===== config.mk =====
export PLATFORM = sky130hd
export DESIGN_NAME = naneye_ser_tx_flat
export DESIGN_NICKNAME = d
export VERILOG_FILES = /design/src/rtl/naneye_ser_tx_if.sv /design/src/rtl/naneye_ser_tx.sv /design/src/flat_wrapper.sv
export SDC_FILE = /design/constraint.sdc
export NUM_CORES = 1
export LEC_CHECK = 0
export CORE_MARGIN = 3
export CORE_UTILIZATION = 50
export CTS_BUF_LIST = sky130_fd_sc_hd__clkbuf_4
export DETAILED_ROUTE_END_ITERATION = 12
export GPL_ROUTABILITY_DRIVEN = 0
export HOLD_SLACK_MARGIN = 0.15
export PLACE_DENSITY_LB_ADDON = 0.1
export SYNTH_ARGS = -nofsm -noshare
export SYNTH_HDL_FRONTEND = slang
export SYNTH_SLANG_ARGS = --single-unit

===== constraint.sdc =====
create_clock -name CLOCK -period 2.5 [get_ports CLOCK]
set_input_delay 0.25 -clock CLOCK [delete_from_list [all_inputs] [get_ports CLOCK]]
set_output_delay 0.25 -clock CLOCK [all_outputs]
set_load 0.03 [all_outputs]

===== src/rtl/naneye_ser_tx_if.sv =====
// Parallel pixel handshake between a pixel source (master) and the NanEye serializer (slave).
interface naneye_ser_tx_if #(
  parameter int D_WIDTH = 10
);
  logic [D_WIDTH-1:0] PAR_IN;
  logic               PAR_VALID;
  logic               PAR_READY;
  logic               LINE_END;

  modport master (output PAR_IN, output PAR_VALID, output LINE_END, input PAR_READY);
  modport slave  (input PAR_IN, input PAR_VALID, input LINE_END, output PAR_READY);
endinterface


===== src/rtl/naneye_ser_tx.sv =====
// NanEye-style Manchester pixel serializer (IDLE/START/DATA/[PARITY]/STOP/GAP/FSYNC).
// Define TX_PARITY_EN to insert an even-parity bit between the last data bit and the stop bit.
module naneye_ser_tx #(
  parameter int D_WIDTH         = 10,
  parameter int HALF_BIT_CLKS   = 4,
  parameter int LINE_GAP_BITS   = 3,
  parameter int FSYNC_HALF_BITS = 24
) (
  input  logic             CLOCK,
  input  logic             RESET,
  naneye_ser_tx_if.slave   par_if,
  input  logic             FRAME_SYNC,
  output logic             SER_OUT,
  output logic             TX_ACTIVE,
  output logic             FSYNC_ACTIVE,
  output logic             LINE_DONE
);
  localparam int HB_W     = (HALF_BIT_CLKS > 1) ? $clog2(HALF_BIT_CLKS) : 1;
  localparam int MAX_A    = (D_WIDTH > LINE_GAP_BITS) ? D_WIDTH : LINE_GAP_BITS;
  localparam int MAX_BITS = (MAX_A > FSYNC_HALF_BITS) ? MAX_A : FSYNC_HALF_BITS;
  localparam int BC_W     = $clog2(MAX_BITS + 1);

  localparam logic [HB_W-1:0] HB_LAST  = HB_W'(HALF_BIT_CLKS - 1);
  localparam logic [BC_W-1:0] D_LAST   = BC_W'(D_WIDTH - 1);
  localparam logic [BC_W-1:0] GAP_LAST = BC_W'(LINE_GAP_BITS - 1);
  localparam logic [BC_W-1:0] FS_LAST  = BC_W'(FSYNC_HALF_BITS - 1);

  typedef enum logic [2:0] {
    IDLE, START, DATA, STOP, GAP, FSYNC
`ifdef TX_PARITY_EN
    , PARITY
`endif
  } state_t;

  state_t             state;
  logic [HB_W-1:0]    hb_cnt;
  logic [BC_W-1:0]    bit_cnt;
  logic               half;
  logic               cur_bit;
  logic [D_WIDTH-1:0] shifter;
  logic               line_q;
  logic [D_WIDTH-1:0] hold_data;
  logic               hold_line;
  logic               hold_full;
  logic               ready_q;
  logic               fs_pending;
`ifdef TX_PARITY_EN
  logic               parity_q;
`endif

  logic hb_end;
  logic decide;
  logic load;

  assign hb_end = (hb_cnt == HB_LAST);
  assign load   = par_if.PAR_VALID && ready_q;

  // Next-word decision points: end of an idle bit, a non-line stop bit, the gap, or the sync level.
  always_comb begin
    decide = 1'b0;
    if (hb_end) begin
      case (state)
        IDLE:    decide = half;
        STOP:    decide = half && !line_q;
        GAP:     decide = half && (bit_cnt == GAP_LAST);
        FSYNC:   decide = (bit_cnt == FS_LAST);
        default: decide = 1'b0;
      endcase
    end
  end

  always_ff @(posedge CLOCK or posedge RESET) begin
    if (RESET) begin
      state      <= IDLE;
      hb_cnt     <= '0;
      bit_cnt    <= '0;
      half       <= 1'b0;
      cur_bit    <= 1'b0;
      shifter    <= '0;
      line_q     <= 1'b0;
      hold_data  <= '0;
      hold_line  <= 1'b0;
      hold_full  <= 1'b0;
      ready_q    <= 1'b0;
      fs_pending <= 1'b0;
      SER_OUT    <= 1'b0;
`ifdef TX_PARITY_EN
      parity_q   <= 1'b0;
`endif
    end else begin
      ready_q <= !hold_full;
      if (FRAME_SYNC && state != FSYNC) fs_pending <= 1'b1;

      if (!hb_end) begin
        hb_cnt <= hb_cnt + HB_W'(1);
      end else begin
        hb_cnt <= '0;
        if (decide) begin
          half    <= 1'b0;
          bit_cnt <= '0;
          if (fs_pending) begin
            state      <= FSYNC;
            fs_pending <= 1'b0;
            SER_OUT    <= 1'b1;
          end else if (hold_full) begin
            state     <= START;
            cur_bit   <= 1'b1;
            SER_OUT   <= 1'b1;
            shifter   <= hold_data;
            line_q    <= hold_line;
            hold_full <= 1'b0;
            ready_q   <= 1'b1;
`ifdef TX_PARITY_EN
            parity_q  <= ^hold_data;
`endif
          end else begin
            state   <= IDLE;
            cur_bit <= 1'b0;
            SER_OUT <= 1'b0;
          end
        end else if (state == FSYNC) begin
          bit_cnt <= bit_cnt + BC_W'(1);
        end else if (!half) begin
          half    <= 1'b1;
          SER_OUT <= ~cur_bit;
        end else begin
          half <= 1'b0;
          case (state)
            START: begin
              state   <= DATA;
              bit_cnt <= '0;
              cur_bit <= shifter[D_WIDTH-1];
              SER_OUT <= shifter[D_WIDTH-1];
              shifter <= {shifter[D_WIDTH-2:0], 1'b0};
            end
            DATA: begin
              if (bit_cnt == D_LAST) begin
`ifdef TX_PARITY_EN
                state   <= PARITY;
                cur_bit <= parity_q;
                SER_OUT <= parity_q;
`else
                state   <= STOP;
                cur_bit <= 1'b0;
                SER_OUT <= 1'b0;
`endif
              end else begin
                bit_cnt <= bit_cnt + BC_W'(1);
                cur_bit <= shifter[D_WIDTH-1];
                SER_OUT <= shifter[D_WIDTH-1];
                shifter <= {shifter[D_WIDTH-2:0], 1'b0};
              end
            end
`ifdef TX_PARITY_EN
            PARITY: begin
              state   <= STOP;
              cur_bit <= 1'b0;
              SER_OUT <= 1'b0;
            end
`endif
            STOP: begin
              state   <= GAP;
              bit_cnt <= '0;
              cur_bit <= 1'b0;
              SER_OUT <= 1'b0;
            end
            GAP: begin
              bit_cnt <= bit_cnt + BC_W'(1);
              SER_OUT <= 1'b0;
            end
            default: ;
          endcase
        end
      end

      if (load) begin
        hold_data <= par_if.PAR_IN;
        hold_line <= par_if.LINE_END;
        hold_full <= 1'b1;
        ready_q   <= 1'b0;
      end
    end
  end

  assign par_if.PAR_READY = ready_q;
`ifdef TX_PARITY_EN
  assign TX_ACTIVE    = (state == START) || (state == DATA) || (state == PARITY) || (state == STOP);
`else
  assign TX_ACTIVE    = (state == START) || (state == DATA) || (state == STOP);
`endif
  assign FSYNC_ACTIVE = (state == FSYNC);
  assign LINE_DONE    = (state == GAP) && half && hb_end && (bit_cnt == GAP_LAST);
endmodule


===== src/flat_wrapper.sv =====
// flat-port wrapper written by rule: the top's interface ports become plain ports
module naneye_ser_tx_flat 
#(
  parameter int D_WIDTH         = 10,
  parameter int HALF_BIT_CLKS   = 4,
  parameter int LINE_GAP_BITS   = 3,
  parameter int FSYNC_HALF_BITS = 24
)
  (CLOCK, RESET, FRAME_SYNC, SER_OUT, TX_ACTIVE, FSYNC_ACTIVE, LINE_DONE, par_if_PAR_IN, par_if_PAR_VALID, par_if_LINE_END, par_if_PAR_READY);
  naneye_ser_tx_if #(.D_WIDTH(D_WIDTH)) par_if_i ();
  input  logic CLOCK;
  input  logic RESET;
  input  logic FRAME_SYNC;
  output logic SER_OUT;
  output logic TX_ACTIVE;
  output logic FSYNC_ACTIVE;
  output logic LINE_DONE;
  input wire logic [$bits(par_if_i.PAR_IN)-1:0] par_if_PAR_IN;
  input wire logic [$bits(par_if_i.PAR_VALID)-1:0] par_if_PAR_VALID;
  input wire logic [$bits(par_if_i.LINE_END)-1:0] par_if_LINE_END;
  output wire logic [$bits(par_if_i.PAR_READY)-1:0] par_if_PAR_READY;
  assign par_if_i.PAR_IN = par_if_PAR_IN;
  assign par_if_i.PAR_VALID = par_if_PAR_VALID;
  assign par_if_i.LINE_END = par_if_LINE_END;
  assign par_if_PAR_READY = par_if_i.PAR_READY;
  naneye_ser_tx #(.D_WIDTH(D_WIDTH), .HALF_BIT_CLKS(HALF_BIT_CLKS), .LINE_GAP_BITS(LINE_GAP_BITS), .FSYNC_HALF_BITS(FSYNC_HALF_BITS)) u_core (.CLOCK(CLOCK), .RESET(RESET), .par_if(par_if_i), .FRAME_SYNC(FRAME_SYNC), .SER_OUT(SER_OUT), .TX_ACTIVE(TX_ACTIVE), .FSYNC_ACTIVE(FSYNC_ACTIVE), .LINE_DONE(LINE_DONE));
endmodule

# After elaboration in Yosys (flattened, before gate mapping)

Index checks and enable logic that the tools add are counted.
Widths: inputs -> output; s select.

Flip-flop bits (word level): 38
Bits of input ports: 15
Output and inout port bits: 5
Logic and storage cells: 114

Add/sub/neg operators: 2
Equal/unequal tests: 18
Muxes and demuxes: 50
Bitwise gates (word level): 2
Reduce and logical (&&, ||, !) cells: 29

Operators with widths:

| operator            | count |
|---|---|
| $mux 10             | 6 |
| $mux 1              | 28 |
| $mux 5              | 4 |
| $pmux 10 s2         | 1 |
| $mux 3              | 5 |
| $pmux 5 s3          | 1 |
| $reduce_and 5->1    | 2 |
| $pmux 3 s3          | 1 |
| $reduce_and 4->1    | 2 |
| $logic_and 1x1->1   | 7 |
| $reduce_and 7->1    | 1 |
| $eq 3x2->1 const B  | 2 |
| $eq 3x3->1 const B  | 2 |
| $pmux 1 s3          | 2 |
| $reduce_and 3->1    | 2 |
| $reduce_bool 2->1   | 3 |
| $reduce_bool 3->1   | 2 |
| $add 5x1->5 const B | 1 |
| $eq 5x2->1 const B  | 1 |
| $eq 5x4->1 const B  | 1 |
| $eq 5x5->1 const B  | 1 |
| $ne 5x5->1 const B  | 1 |
| $reduce_bool 5->1   | 1 |
| $ne 2x1->1 const B  | 2 |
| other kinds (17)    | 22 |

# Depth between registers and ports, before layout

Gate-level depths: netlist of run 1.

Depth in word-level cells: 7
Mapped depth: 8
Mapped depth without buffers: 7

# Worst setup path before layout of run 1

No wires, ideal clock.

Path kind: register -> register
Start: register u_core.hb_cnt[0]
End: register u_core.shifter[1]
Library setup time: 0.125 ns
Data arrival time: 1.984 ns
Data required time: 2.375 ns
Slack: 0.391 ns
Stages on the path, launching flop included: 9
Buffers on the path: 2
Clock period less this slack: 2.109 ns
Path through: dfrtp_1 ha_1 clkbuf_1 inv_1 or4_1 o221ai_1 o311a_1 buf_6 mux2_4

Cells in the longest elaborated chain, start to end: 4
Elaborated cells on any way between the ends: 10
Classes of those cells: eq/ne (5); mux (2); reduce/logical (3)

Ends and longest elaborated chain:

| item                                         | RTL line             | RTL |
|---|---|---|
| start: declaration                           | naneye_ser_tx.sv:36  | `logic [HB_W-1:0] hb_cnt;` |
| start signal: assignment                     | naneye_ser_tx.sv:95  | `hb_cnt <= hb_cnt + HB_W'(1);` |
| $eq 2x2->1 (*)                               | naneye_ser_tx.sv:55  | `assign hb_end = (hb_cnt == HB_LAST);` |
| $mux 1                                       | naneye_ser_tx.sv:61  | `if (hb_end) begin` |
| $ne 3x2->1 (no line) (tied with other cells) | n/a                  |  |
| $reduce_and 7->1 (no line)                   | n/a                  |  |
| end signal: assignment                       | naneye_ser_tx.sv:109 | `shifter <= hold_data;` |
| end signal: assignment                       | naneye_ser_tx.sv:134 | `shifter <= {shifter[D_WIDTH-2:0], 1'b0};` |
| end signal: assignment                       | naneye_ser_tx.sv:151 | `shifter <= {shifter[D_WIDTH-2:0], 1'b0};` |
| end: declaration                             | naneye_ser_tx.sv:40  | `logic [D_WIDTH-1:0] shifter;` |

Mark *: on every way between the ends. The rest lies on a longest branch, timed or not.
A chain may end at the register's enable or synchronous reset.

# Worst setup path after layout of run 1

Start: register u_core.state[1]
End: output FSYNC_ACTIVE

Cells in the longest elaborated chain, start to end: 1

Ends and longest elaborated chain:

| item                     | RTL line             | RTL |
|---|---|---|
| start: declaration       | naneye_ser_tx.sv:35  | `state_t state;` |
| start signal: assignment | naneye_ser_tx.sv:74  | `state <= IDLE;` |
| start signal: assignment | naneye_ser_tx.sv:102 | `state <= FSYNC;` |
| start signal: assignment | naneye_ser_tx.sv:106 | `state <= START;` |
| $eq 3x3->1               | naneye_ser_tx.sv:191 | `assign FSYNC_ACTIVE = (state == FSYNC);` |
| end: declaration         | flat_wrapper.sv:16   | `output logic FSYNC_ACTIVE;` |

No other way between the ends.

==> results of run 1 <==
## critical path, delay by kind of cell, from the launching register on
family / cells / cell delay, ns
DFF: 1 / 0.44
and+or+nand+nor: 1 / 0.23
buffers and inverters: 4 / 1.11
## layout make-up
| type | count | area [um2] | share of cell area [%] |
|---|---|---|---|
| Clock buffer | 6 | 45.0 | 1.91 |
| Clock inverter | 2 | 8.76 | 0.371 |
| Inverter | 11 | 41.3 | 1.75 |
| Multi-Input combinational cell | 123 | 1000 | 42.4 |
| Sequential cell | 38 | 952 | 40.3 |
| Tap cell | 48 | 60.1 | 2.54 |
| Timing Repair Buffer | 27 | 253 | 10.7 |
## what timing repair did
| item | 4_1_cts | 5_1_grt |
|---|---|---|
| setup buffers | 0 | 1 |
| setup endpoints to repair | 0 | 10 |
| gates resized for setup | 0 | 2 |
## state kept, by name, indices dropped and copies added (netlist names)
signal                   count
u_core.cur_bit               1
u_core.state                 3
u_core.SER_OUT               1
u_core.hold_line             1
u_core.half                  1
u_core.hb_cnt                2
u_core.par_if.PAR_READY      1
u_core.line_q                1
u_core.hold_full             1
u_core.bit_cnt               5
u_core.shifter              10
u_core.fs_pending            1
u_core.hold_data            10
## logic make-up (layout without fill, tap and decap cells)
family / after synthesis / count (layout) / share of synthesized area (%)
AND/OR/NAND/NOR: 48 / 48 / 13.6
flip-flops: 38 / 38 / 46.8
AO/OA/AOI/OAI: 35 / 35 / 11.9
multiplexers: 34 / 34 / 20.4
buffers and inverters: 19 / 46 / 4.00
adder cells (fa/ha/maj): 4 / 4 / 2.46
XOR/XNOR: 2 / 2 / 0.862
## synth_stat cells, drive strengths merged (3+ instances only)
cell type,n
a21oi,4
buf,4
clkbuf,4
dfrtp,38
ha,4
inv,11
mux2,32
nand2,12
nand3,4
nor2,10
nor3,3
o21ai,13
o31ai,3
or3,4
## stage by stage
stage	setup slack [ns]	hold slack (ns)	area, um2	std cells	power [mW]
final	0.120	0.320	2360	255	0.963
after floorplan	0.391	0.386	2030	180	0.636
after detailed placement	0.160	0.418	2300	246	0.662
after global placement	0.209	0.414	2300	246	0.661
after global routing	0.0176	0.371	2360	255	1.01
after CTS	0.0689	0.318	2350	254	0.982
## per-layer routing
metal	GRT usage (%)	vias to the layer above
met5	0	-
met4	7.02	0
met3	4.49	9
met2	29.4	44
met1	22.0	733
li1	-	704
## final timing paths
kind	start	to	slack, ns	cells after the start
setup reg to reg	u_core.bit_cnt[1]$_DFFE_PP0P_	u_core.shifter[1]$_DFFE_PP0P_	0.13	7
setup / recovery	u_core.state[1]$_DFFE_PP0P_	FSYNC_ACTIVE	0.12	5
min in group CLOCK	u_core.hb_cnt[0]$_DFF_PP0_	u_core.hb_cnt[0]$_DFF_PP0_	0.44	1
max in group asynchronous	RESET	u_core.bit_cnt[0]$_DFFE_PP0P_	1.84	3
hold / removal	RESET	u_core.hb_cnt[1]$_DFF_PP0_	0.32	3
hold reg to reg	u_core.hb_cnt[0]$_DFF_PP0_	u_core.hb_cnt[0]$_DFF_PP0_	0.44	1
## power by group through the flow
stage               Clock, mW  Combinational, mW  Sequential [mW]
floorplan                   0            0.00925            0.626
global placement            0             0.0345            0.626
detailed placement          0             0.0353            0.626
CTS                     0.332             0.0353            0.614
global route            0.359             0.0388            0.615
finish                  0.315             0.0340            0.614
==> flow_metrics.tcl, run 1 <==
set metrics [dict create \
    cp_max_fo 9 \
    post-route-period-util_pct 95.2 \
    p_int_mw 0.751 \
    fp.dieW_um 69.8 \
    cts_buffers 5 \
    final_max_slew_viol_count 0 \
    skew_ns 0.0186 \
    grt_max_degree 39 \
    drc 0 \
    track_usage_pct 17.7 \
    cpPeakStageDelay_ns 0.68 \
    fin_tns_setup_ns 0 \
    overflow 0 \
    synth_area_leaders "dfrtp_1 (47%), mux2_2 (8.3%), mux2_4 (6.6%)" \
    timing.critical_path.required_ns 2.25 \
    crit_path_start_kind "register" \
    core_um2 3800 \
    cts_max_path_buffers 2 \
    antenna_found_initial 0 \
    status "finished, final reports clean" \
    maxSlewHeadroom_pct 63.0 \
    synth_seq_cells 38 \
    end_kind "primary output" \
    slowest_stage "clkdlybuf4s50_1" \
    postSynth.asyncResetShare_pct 100 \
    pwr-share-clk_pct 32.7 \
    synth_top_area_cell "dfrtp_1" \
    h-tree-depth 2 \
    firstDrtPassIters 4 \
    ys.warnings.count 0 \
    area_growth_pct 16.1 \
    hold_viol_final 0 \
    synth-main-ff-cell "dfrtp_1" \
    wl_met2_um 1960 \
    synth_fp_nets 199 \
    rsz0062_at_grt "false" \
    ir_drop_v 0.000217 \
    cts_tree "yes" \
    nNetsFinal 225 \
    power.leakage_nw 1.16 \
    path_cells "buf_4, inv_2, nand3_1, inv_1, clkdlybuf4s50_1" \
    synth_edf_count 0 \
    setup_viol 0 \
    routed_via_density 5.84 \
    dieHeight_um 69.8 \
    drive_gt1_share_pct 21.7 \
    seqPwrFrac_pct 63.8 \
    rows 22 \
    synth_cell_types 46 \
    num_vias 1490 \
    max_freq_mhz 420 \
    combPwrFrac_pct 3.5 \
    yosysSeqAreaShare_pct 46.8 \
    p_per_area_nw_per_um2 408 \
    cts.sinks 38 \
    clkSlewWorstSetupHoldPaths_ns 0.12 \
    grt_pass1_wl_um 6900 \
    final_cell_mix "dfrtp_1 (37), clkdlybuf4s50_1 (18), mux2_2 (15), nand2_1 (12)" \
    power_switching_mw 0.212 \
    die-area_um2 4870 \
    postSynthAreaPerCell_um2 11.3 \
    io_buffers 19 \
    yosysTopAreaCellShare_pct 46.8 \
    fin_crit_ns 2.38 \
    fin_util_pct 62.2 \
    layout_commonest_cell "dfrtp_1" \
    highest_layer "met4" \
    arrival_ns 2.13 \
    cts_root_buf "clkbuf_4" \
    insertion_delay_ns 0.35 \
    dr_wl_met3_um 175 \
    final_antenna_net_count 0 \
    m1WireLength_um 1740 \
    initial_core_util_pct 53.5 \
    drv_cap 0 \
    crit_type "register to primary output" \
    min_path_type "primary input to async pin" \
    avgRoutedWirePerCell_um 15.5 \
    fillCellCount 325 \
    ioPinCount 20 \
    wl_um 3960 \
    worst_pin_slew_ns 0.554 \
    syn_area_um2 2030 \
    grt_pass1_vias 1490 \
    dp_hpwl_um 2870 \
    diodes 0 \
    drtIter0Drc 168 \
    hold_buffers 0 \
    p_sw_share_pct 22.0 \
    syn_inst 180 \
]
Note: power is estimated with default switching activity, not from simulation.
==> inputs of run 2 (changes only) <==
- CORE_MARGIN: 3 -> 5
- SKIP_CTS_REPAIR_TIMING: not set -> 1
- clock period: 2.5 -> 2.7 ns (I/O delays scaled with it)
==> run 2 against run 1 <==
  * Setup slack better by 0.11 ns
  * Register-to-register slack better by 0.15 ns
  * Global-route usage down 1.7 points
  * Final cell count down 1.2%
  * Via count down 2.5%
  * Clock skew down 0.012 ns
  * Sequential cell count unchanged
  * First-iteration DRC count down 28%
==> flow_metrics.tcl, run 2 (synthesis results as in run 1) <==
set metrics [dict create \
    routed_via_density 5.77 \
    worst_pin_slew_ns 0.551 \
    drv_cap 0 \
    maxSlewHeadroom_pct 63.2 \
    cp_max_fo 5 \
    cts_tree "yes" \
    finalWorstSetupSlack_ns 0.227 \
    io_buffers 19 \
    end_kind "primary output" \
    dieHeight_um 73.8 \
    insertion_delay_ns 0.34 \
    dp_slack_ns 0.299 \
    fin_crit_ns 2.47 \
    crit_type "register to primary output" \
    rows 23 \
    drive_gt1_share_pct 19.3 \
    wl_um 3880 \
    track_usage_pct 16.0 \
    ioPinCount 20 \
    crit_path_start_kind "register" \
    setup_viol 0 \
    skew_ns 0.00623 \
    p_per_area_nw_per_um2 385 \
    reg_top3 "u_core.hold_data x10, u_core.shifter x10, u_core.bit_cnt x5" \
    final_max_slew_viol_count 0 \
    avgRoutedWirePerCell_um 15.4 \
    path_cells "inv_1, ha_1, nor4b_4, nand3_1, nor2_1, clkdlybuf4s50_1" \
    initial_core_util_pct 51.2 \
    fin_tns_setup_ns 0 \
    grt_pass1_wl_um 6690 \
    cts_buffers 5 \
    num_vias 1453 \
    area_growth_pct 14.2 \
    drtIter0Drc 121 \
    drc 0 \
    fillCellCount 343 \
    cts_max_path_buffers 2 \
    die-area_um2 5440 \
    grt_max_degree 39 \
    grt_pass1_vias 1490 \
    status "finished, final reports clean" \
    final_antenna_net_count 0 \
    min_path_type "primary input to async pin" \
    clkSlewWorstSetupHoldPaths_ns 0.12 \
    diodes 0 \
    post-route-period-util_pct 91.6 \
    firstDrtPassIters 4 \
    hold_viol_final 0 \
    fp.dieW_um 73.8 \
    arrival_ns 2.20 \
    cts_root_buf "clkbuf_4" \
    cpPeakStageDelay_ns 0.67 \
    nNetsFinal 220 \
    ir_drop_v 0.000279 \
    layout_commonest_cell "dfrtp_1" \
    slowest_stage "clkdlybuf4s50_1" \
    cts.sinks 38 \
    final_cell_mix "dfrtp_1 (38), clkdlybuf4s50_1 (19), mux2_2 (15), nand2_1 (12)" \
    h-tree-depth 2 \
    max_freq_mhz 404 \
    overflow 0 \
    timing.critical_path.required_ns 2.43 \
    rsz0062_at_grt "false" \
    antenna_found_initial 0 \
    core_um2 3970 \
    dp_hpwl_um 2800 \
    power.leakage_nw 1.11 \
]
==> run 2: final timing paths <==
path	from	end	slack, ns	depth (start not counted)
max in group asynchronous	RESET	u_core.bit_cnt[0]$_DFFE_PP0P_	2.06	3
min in group CLOCK	u_core.hb_cnt[0]$_DFF_PP0_	u_core.hb_cnt[0]$_DFF_PP0_	0.44	1
worst max-delay path	u_core.bit_cnt[0]$_DFFE_PP0P_	LINE_DONE	0.23	6
worst max register to register	u_core.state[1]$_DFFE_PP0P_	u_core.shifter[7]$_DFFE_PP0P_	0.28	5
worst min register to register	u_core.hb_cnt[0]$_DFF_PP0_	u_core.hb_cnt[0]$_DFF_PP0_	0.44	1
worst min-delay path	RESET	u_core.state[0]$_DFFE_PP0P_	0.32	3
==> run 2: metal layers <==
layer	wire length [um]	vias to the layer above	global-route usage, %
met1	1660	707	19.1
met4	40	0	7.04
li1	-	696	-
met3	209	6	4.79
met5	0	-	0
met2	1970	44	26.6
==> run 2: final cells by class <==
class / count / area, um2 / area share [%]
timing repair buffer: 22 / 213 / 9.16
sequential: 38 / 951 / 40.9
multi-input combinational: 123 / 1000 / 43.1
clock inverter: 3 / 16.3 / 0.700
inverter: 11 / 41.3 / 1.78
clock buffer: 5 / 37.5 / 1.62
tap: 50 / 62.6 / 2.69
==> run 2: worst max-delay path: cells and delay by family, from the launching register on <==
| family | cells | cell delay (ns) |
|---|---|---|
| AND/OR/NAND/NOR | 3 | 0.49 |
| adder cells (fa/ha/maj) | 1 | 0.15 |
| buffers and inverters | 2 | 0.76 |
| flip-flops | 1 | 0.44 |
==> run 2: power by group <==
| group | leakage (nW) | switching, mW | internal, mW |
|---|---|---|---|
| combinational | 0.587 | 0.0128 | 0.0186 |
| clock | 0.0286 | 0.197 | 0.0969 |
| sequential | 0.496 | 0 | 0.569 |
| total | 1.11 | 0.210 | 0.684 |
==> run 2: through the flow <==
step           std cells  utilization, %  cell area [um2]  total power, mW  hold WS [ns]
2_1_floorplan        180               -             2030            0.588         0.403
3_3_place_gp         244            57.1             2270            0.612         0.413
3_5_place_dp         244            57.1             2270            0.613         0.420
4_1_cts              252            58.5             2320            0.910         0.324
5_1_grt              252            58.5             2320            0.942         0.349
6_report             252            58.5             2320            0.894         0.320
